File: src/rtl/mem_port_arbiter.sv
// Round-robin sequencer that shares one single-ported memory between the fetch
// path and the load/store path, one fixed-latency transaction at a time.
module mem_port_arbiter #(
   parameter int ADDR_WIDTH  = 32,
   parameter int DATA_WIDTH  = 32,
   parameter int MEM_LATENCY = 2
) (
   input  logic                    clk,
   input  logic                    rst,
   input  logic                    if_req,
   input  logic [ADDR_WIDTH-1:0]   if_addr,
   output logic [DATA_WIDTH-1:0]   if_rdata,
   output logic                    if_valid,
   input  logic                    ls_req,
   input  logic                    ls_we,
   input  logic [ADDR_WIDTH-1:0]   ls_addr,
   input  logic [DATA_WIDTH-1:0]   ls_wdata,
   input  logic [DATA_WIDTH/8-1:0] ls_be,
   output logic [DATA_WIDTH-1:0]   ls_rdata,
   output logic                    ls_valid,
   output logic                    mem_en,
   output logic                    mem_we,
   output logic [ADDR_WIDTH-1:0]   mem_addr,
   output logic [DATA_WIDTH-1:0]   mem_wdata,
   output logic [DATA_WIDTH/8-1:0] mem_be,
   input  logic [DATA_WIDTH-1:0]   mem_rdata,
   output logic                    stall
);

   localparam int BE_WIDTH  = DATA_WIDTH / 8;
   localparam int CNT_WIDTH = $clog2(MEM_LATENCY + 1);
   localparam logic [CNT_WIDTH-1:0] LAT_CNT = CNT_WIDTH'(MEM_LATENCY);

   typedef enum logic [1:0] {
      IDLE  = 2'd0,
      ISSUE = 2'd1,
      WAIT  = 2'd2,
      RESP  = 2'd3
   } state_t;

   state_t                 state_r;
   state_t                 next_s;
   logic                   grant_ls_s;
   logic                   issue_s;
   logic                   resp_s;
   logic                   pay_we_s;
   logic [ADDR_WIDTH-1:0]  pay_addr_s;
   logic [DATA_WIDTH-1:0]  pay_wdata_s;
   logic [BE_WIDTH-1:0]    pay_be_s;
   logic                   last_ls_r;
   logic                   grant_ls_r;
   logic                   we_r;
   logic [CNT_WIDTH-1:0]   cnt_r;

   // Next-state decode and round-robin pick (ties go to the side not served last)
   always_comb begin
      next_s     = state_r;
      grant_ls_s = 1'b0;
      case (state_r)
         IDLE: begin
            grant_ls_s = ls_req & (~if_req | ~last_ls_r);
            if (if_req || ls_req) begin
               next_s = ISSUE;
            end else begin
               next_s = IDLE;
            end
         end
         ISSUE: next_s = WAIT;
         WAIT: begin
            if (cnt_r == LAT_CNT) begin
               next_s = RESP;
            end else begin
               next_s = WAIT;
            end
         end
         RESP:    next_s = IDLE;
         default: next_s = IDLE;
      endcase
      issue_s = (next_s == ISSUE);
      resp_s  = (next_s == RESP);
   end

   // Payload of the requester being granted this cycle; fetch never writes
   always_comb begin
      pay_we_s    = 1'b0;
      pay_addr_s  = if_addr;
      pay_wdata_s = '0;
      pay_be_s    = '0;
      if (grant_ls_s) begin
         pay_we_s    = ls_we;
         pay_addr_s  = ls_addr;
         pay_wdata_s = ls_wdata;
         pay_be_s    = ls_be;
      end else begin
         pay_we_s    = 1'b0;
         pay_addr_s  = if_addr;
      end
   end

   // State register
   always_ff @(posedge clk) begin
      if (rst) begin
         state_r <= IDLE;
      end else begin
         state_r <= next_s;
      end
   end

   // Grant bookkeeping and latency counter
   always_ff @(posedge clk) begin
      if (rst) begin
         last_ls_r  <= 1'b0;
         grant_ls_r <= 1'b0;
         we_r       <= 1'b0;
         cnt_r      <= '0;
      end else begin
         case (state_r)
            IDLE: begin
               if (issue_s) begin
                  grant_ls_r <= grant_ls_s;
                  last_ls_r  <= grant_ls_s;
                  we_r       <= pay_we_s;
               end
            end
            ISSUE: cnt_r <= CNT_WIDTH'(1);
            WAIT: begin
               if (cnt_r != LAT_CNT) begin
                  cnt_r <= cnt_r + CNT_WIDTH'(1);
               end
            end
            default: ;
         endcase
      end
   end

   // Registered outputs: the command is latched at the grant edge and held only
   // for ISSUE; read data is captured into the response registers leaving WAIT.
   always_ff @(posedge clk) begin
      if (rst) begin
         mem_en    <= 1'b0;
         mem_we    <= 1'b0;
         mem_addr  <= '0;
         mem_wdata <= '0;
         mem_be    <= '0;
         if_valid  <= 1'b0;
         ls_valid  <= 1'b0;
         if_rdata  <= '0;
         ls_rdata  <= '0;
      end else begin
         mem_en    <= issue_s;
         mem_we    <= issue_s & pay_we_s;
         mem_addr  <= issue_s ? pay_addr_s : '0;
         mem_wdata <= issue_s ? pay_wdata_s : '0;
         mem_be    <= issue_s ? pay_be_s : '0;
         if_valid  <= resp_s & ~grant_ls_r;
         ls_valid  <= resp_s & grant_ls_r;
         if_rdata  <= (resp_s && !grant_ls_r && !we_r) ? mem_rdata : '0;
         ls_rdata  <= (resp_s && grant_ls_r && !we_r) ? mem_rdata : '0;
      end
   end

   assign stall = (if_req & ~if_valid) | (ls_req & ~ls_valid);

endmodule
File: config.mk
export PLATFORM = sky130hd
export DESIGN_NAME = mem_port_arbiter
export DESIGN_NICKNAME = d
export VERILOG_FILES = /design/src/rtl/mem_port_arbiter.sv
export SDC_FILE = /design/constraint.sdc
export NUM_CORES = 1
export LEC_CHECK = 0
export ABC_AREA = 1
export CAP_MARGIN = 20
export CORE_MARGIN = 2
export CORE_UTILIZATION = 40
export DETAILED_ROUTE_END_ITERATION = 10
export PLACE_DENSITY = 0.95
export RECOVER_POWER = 100
export SLEW_MARGIN = 20
export SYNTH_ARGS = -nofsm -noshare
export SYNTH_HDL_FRONTEND = slang
export SYNTH_SLANG_ARGS = --single-unit
File: constraint.sdc
create_clock -name clk -period 2 [get_ports clk]
set_input_delay 0.4 -clock clk [delete_from_list [all_inputs] [get_ports clk]]
set_output_delay 0.4 -clock clk [all_outputs]
set_load 0.05 [all_outputs]
==> out/results.env <==
SYNTH_SEQ_AREA_SHARE_PCT=62.2
CRIT-REG2REG-CAPTURE='mem_addr[10]'
PLACE_CONGESTION=0.839
FIN_CRIT_SH_PCT=98.5
ENDPOINT_REQUIRED_TIME_ON_THE_CRITICAL_PATH_NS=1.60
ROUTED_METAL_1_WIRE_LENGTH_UM=4840
GRT_PASS1_VIAS=4550
ROUTED_WL_UM=13700
WORSTPATHARRIVAL_NS=1.57
AGGREGATE_NEGATIVE_SETUP_SLACK_NS=0
REG2REG_FROM='state_r[0]'
FP.DIEAREA_UM2=12300
VIASPERCELL=4.43
POST_CTS_HOLD_BUFFER_COUNT=0
WORST_HOLD_PATH.ENDPOINT='cnt_r[1]'
DRT_PASS1_ITERATIONS=5
POWER.SHARE.CLOCK_PCT=33.8
WORSTSETUPENDPOINTTYPE='output port'
WL_MET2_UM=7410
DRT_DRC_VIOLATIONS_LEFT=0
TOP_AREA_CELL_TYPE_SHARE_OF_THE_NETLIST_AREA_PCT=62.2
SETUP_CRIT_START_KIND='flip-flop'
LAYOUT-DRIVE-GT1-SHARE_PCT=6.06
SLOWEST_DELAY_NS=0.82
WORST_SETUP_HOLD_PATH_CLK_SLEW_NS=0.06
CTSHTREEMAXLEVEL=4
POWER.NET_SWITCHING_mW=3.01
LAYOUT_AREA_OVERHEAD_PCT=73.8
CORE_UM2=11300
CHIPWIDTH_UM=111
PERIOD_NEEDED_NS=1.97
GRTUSAGETOTAL_PCT=22.6
ANTENNA-DIODE-COUNT=0
NUM_VIAS=4358
WORSTHOLDSTART='cnt_r[1]'
TIMING_WORST_SLEW_PIN_VALUE_NS=0.636
FINAL-MAX-SLEW-VIOLATION-COUNT=0
YOSYS-TOP-CELLS-COUNT='sky130_fd_sc_hd__dfxtp_1, sky130_fd_sc_hd__nor2_1, sky130_fd_sc_hd__inv_1'
CRITICAL_PATH_CLASS='reg2out'
SYNTHCELLS=550
TOPROUTINGLAYERUSED='met4'
SYN_NETS=691
CELLPOWERDENSITY_nW_PER_UM2=1080
RESULT_OF_THE_RUN='finished clean'
DR.FIRST_ITER.DRC_COUNT=370
VDD_IR_DROP_MAX_uV=752
ROOT_BUFFER_MASTER='sky130_fd_sc_hd__clkbuf_16'
POWER_FRAC_SEQ_PCT=37.0
CLK_LATENCY_NS=0.41
YS_ASYNC_SR_FRACTION_PCT=0
CRIT_CHAIN='clkdlybuf4s50_1'
DRTANTENNAVIOLNETS=0
WORST_PATH_DOMINANT_CELL_FAMILY='buffers and inverters'
SYNTH-EDFF-COUNT=0
CLOCK_TREE_FROM_TRITONCTS='yes'
FIN_WORST_HOLD_SLACK_NS=0.484
SETUP_VIOL=0
PWR-SHARE-COMB_PCT=29.2
WL_PER_CELL_UM=13.9
GLOBAL_ROUTE_WIRE_LENGTH_BEFORE_REPAIR_UM=21700
SYNTHMOSTINSTANTIATEDCELL='sky130_fd_sc_hd__dfxtp_1'
DP_CELLS=952
FINALHOLDVIOLCOUNT=0
CTS-BUFFERS-INSERTED=17
SETUP_REPAIR_AFTER_GLOBAL_ROUTING_MISSED_ITS_MARGIN='false'
SYNTH.TOP_CELLS.BY_AREA='sky130_fd_sc_hd__dfxtp_1, sky130_fd_sc_hd__nor2_1, sky130_fd_sc_hd__inv_1'
POWER.INTERNAL_mW=5.60
FLOORPLAN.INITIALDENSITY_PCT=40.5
PORT_BUFFERS=273
CTS.REPAIR_TIMING.SETUP_BUFFER_COUNT=0
GRT_ANTENNA_BEFORE_REPAIR=0
CLOCK_PATH_BUFFERS=2
HOLD-PATH-CELL-COUNT=2
NUM-NETS-FINAL=969
CELL_AREA_SYNTH_UM2=4570
PLACE_HPWL_UM=10100
REG2REG_SLACK_NS=0.24
GRT_OVERFLOW=0
MET3_WIRELENGTH_UM=1080
CTS_NUM_SINKS=142
CLASSIFICATION_OF_THE_WORST_SLACK_HOLD_PATH='reg2reg'
YOSYSTOPAREACELL='sky130_fd_sc_hd__dfxtp_1'
YS_SEQ_ELEMENTS=142
TIMING.REG2REG.WORST_PATH_DEPTH=10
SWSHARE_PCT=35.0
CRITPATHSLOWESTCELL='sky130_fd_sc_hd__clkdlybuf4s50_1'
FMAX_MHz=508
MAXCAPVIOLATIONS=0
P_LEAK_nW=3.70
SLEW_HEADROOM_PCT=57.8
FINAL_CELLS=984
GRT_START_MAX_NET_PINS=38
FINAL_UTIL_PCT=70.4
POSTSYNTHAREAPERCELL_UM2=8.30
DESIGN.PORTCOUNT=274
YS.FLOP_TYPE='sky130_fd_sc_hd__dfxtp_1'
DIE_Y_UM=111
NUMBER_OF_BUFFERS_AND_INVERTERS_ON_THE_CRITICAL_PATH=1
YOSYSUNIQUECELLTYPES=20
FLOORPLAN.ROWS=39
CLOCK_SKEW_NS=0.0108
YOSYS_WARNINGS=0
CTSRESIZECOUNT=1
CRIT_FANOUT=2
## worst min-delay path, delay by kind of cell, from the launching register on
family,cells,cell delay [ns]
AOI/OAI and AO/OA,1,0.05
and+or+nand+nor,1,0.07
DFF,1,0.32
## layout by cell type (no fill, tap or decap), types with 3 or more instances in the layout
cell and instances:
sky130_fd_sc_hd__clkbuf_16 17, sky130_fd_sc_hd__clkbuf_4 5, sky130_fd_sc_hd__clkdlybuf4s50_1 269, sky130_fd_sc_hd__clkinv_2 3, sky130_fd_sc_hd__clkinvlp_4 3, sky130_fd_sc_hd__dfxtp_1 142
sky130_fd_sc_hd__ha_1 4, sky130_fd_sc_hd__inv_1 114, sky130_fd_sc_hd__inv_6 7, sky130_fd_sc_hd__nand2_1 77, sky130_fd_sc_hd__nand3_1 34, sky130_fd_sc_hd__nand4_1 3
sky130_fd_sc_hd__nor2_1 137, sky130_fd_sc_hd__nor2_2 6
## per-layer routing
metal / track usage [%] / vias to the layer above
met2: 44.5 / 204
met5: 0 / -
met4: 10.0 / 0
met1: 20.5 / 1981
met3: 7.87 / 31
li1: - / 2142
## final cells by class
class,count,area [um2]
inverters,116,435
clock inverters,15,121
repair buffers,280,2780
flip-flops and latches,142,2840
well taps,143,179
multi-input cells,271,1160
clock buffers,17,425
fillers,769,3330
## worst max-delay path by stage
stage,from,end,slack (ns),cells past startpoint
2_1_floorplan,if_valid,stall,0.29,1
3_3_place_gp,rst,if_rdata[6],0.20,7
4_1_cts,mem_wdata[10],mem_wdata[10],0.001,1
3_5_place_dp,rst,if_rdata[12],0.13,7
5_1_grt,if_valid,if_valid,0.002,1
6_report,if_valid,if_valid,0.03,1
## stage by stage
step / setup WS [ns] / instance area, um2 / power, mW
global placement: 0.205 / 7470 / 5.73
global route: 0.00150 / 7940 / 8.99
finish: 0.0310 / 7940 / 8.61
CTS: 0.00105 / 8020 / 8.74
floorplan: 0.287 / 4570 / 4.81
detailed placement: 0.133 / 7470 / 5.81
## cell families after synthesis
group,count (synthesis),share of synthesized area [%]
simple gates,263,24.0
flops,142,62.2
buf+inv,137,12.2
compound gates,4,0.466
fa+ha+maj,4,1.10
## power by group through the flow
stage | registers [mW] | logic (mW) | clock network [mW]
6_report | 3.19 | 2.51 | 2.91
3_5_place_dp | 3.25 | 2.56 | 0
3_3_place_gp | 3.23 | 2.50 | 0
2_1_floorplan | 4.10 | 0.708 | 0
5_1_grt | 3.21 | 2.68 | 3.10
4_1_cts | 3.19 | 2.58 | 2.97
## state kept, by name (all words and copies together) (netlist names)
| signal | cells |
|---|---|
| mem_we | 1 |
| mem_en | 1 |
| we_r | 1 |
| state_r | 2 |
| if_valid | 1 |
| ls_valid | 1 |
| mem_be | 4 |
| mem_addr | 32 |
| ls_rdata | 32 |
| mem_wdata | 32 |
| grant_ls_r | 1 |
| if_rdata | 32 |
| cnt_r | 2 |
No activity file was read; power rests on OpenSTA's default activity.
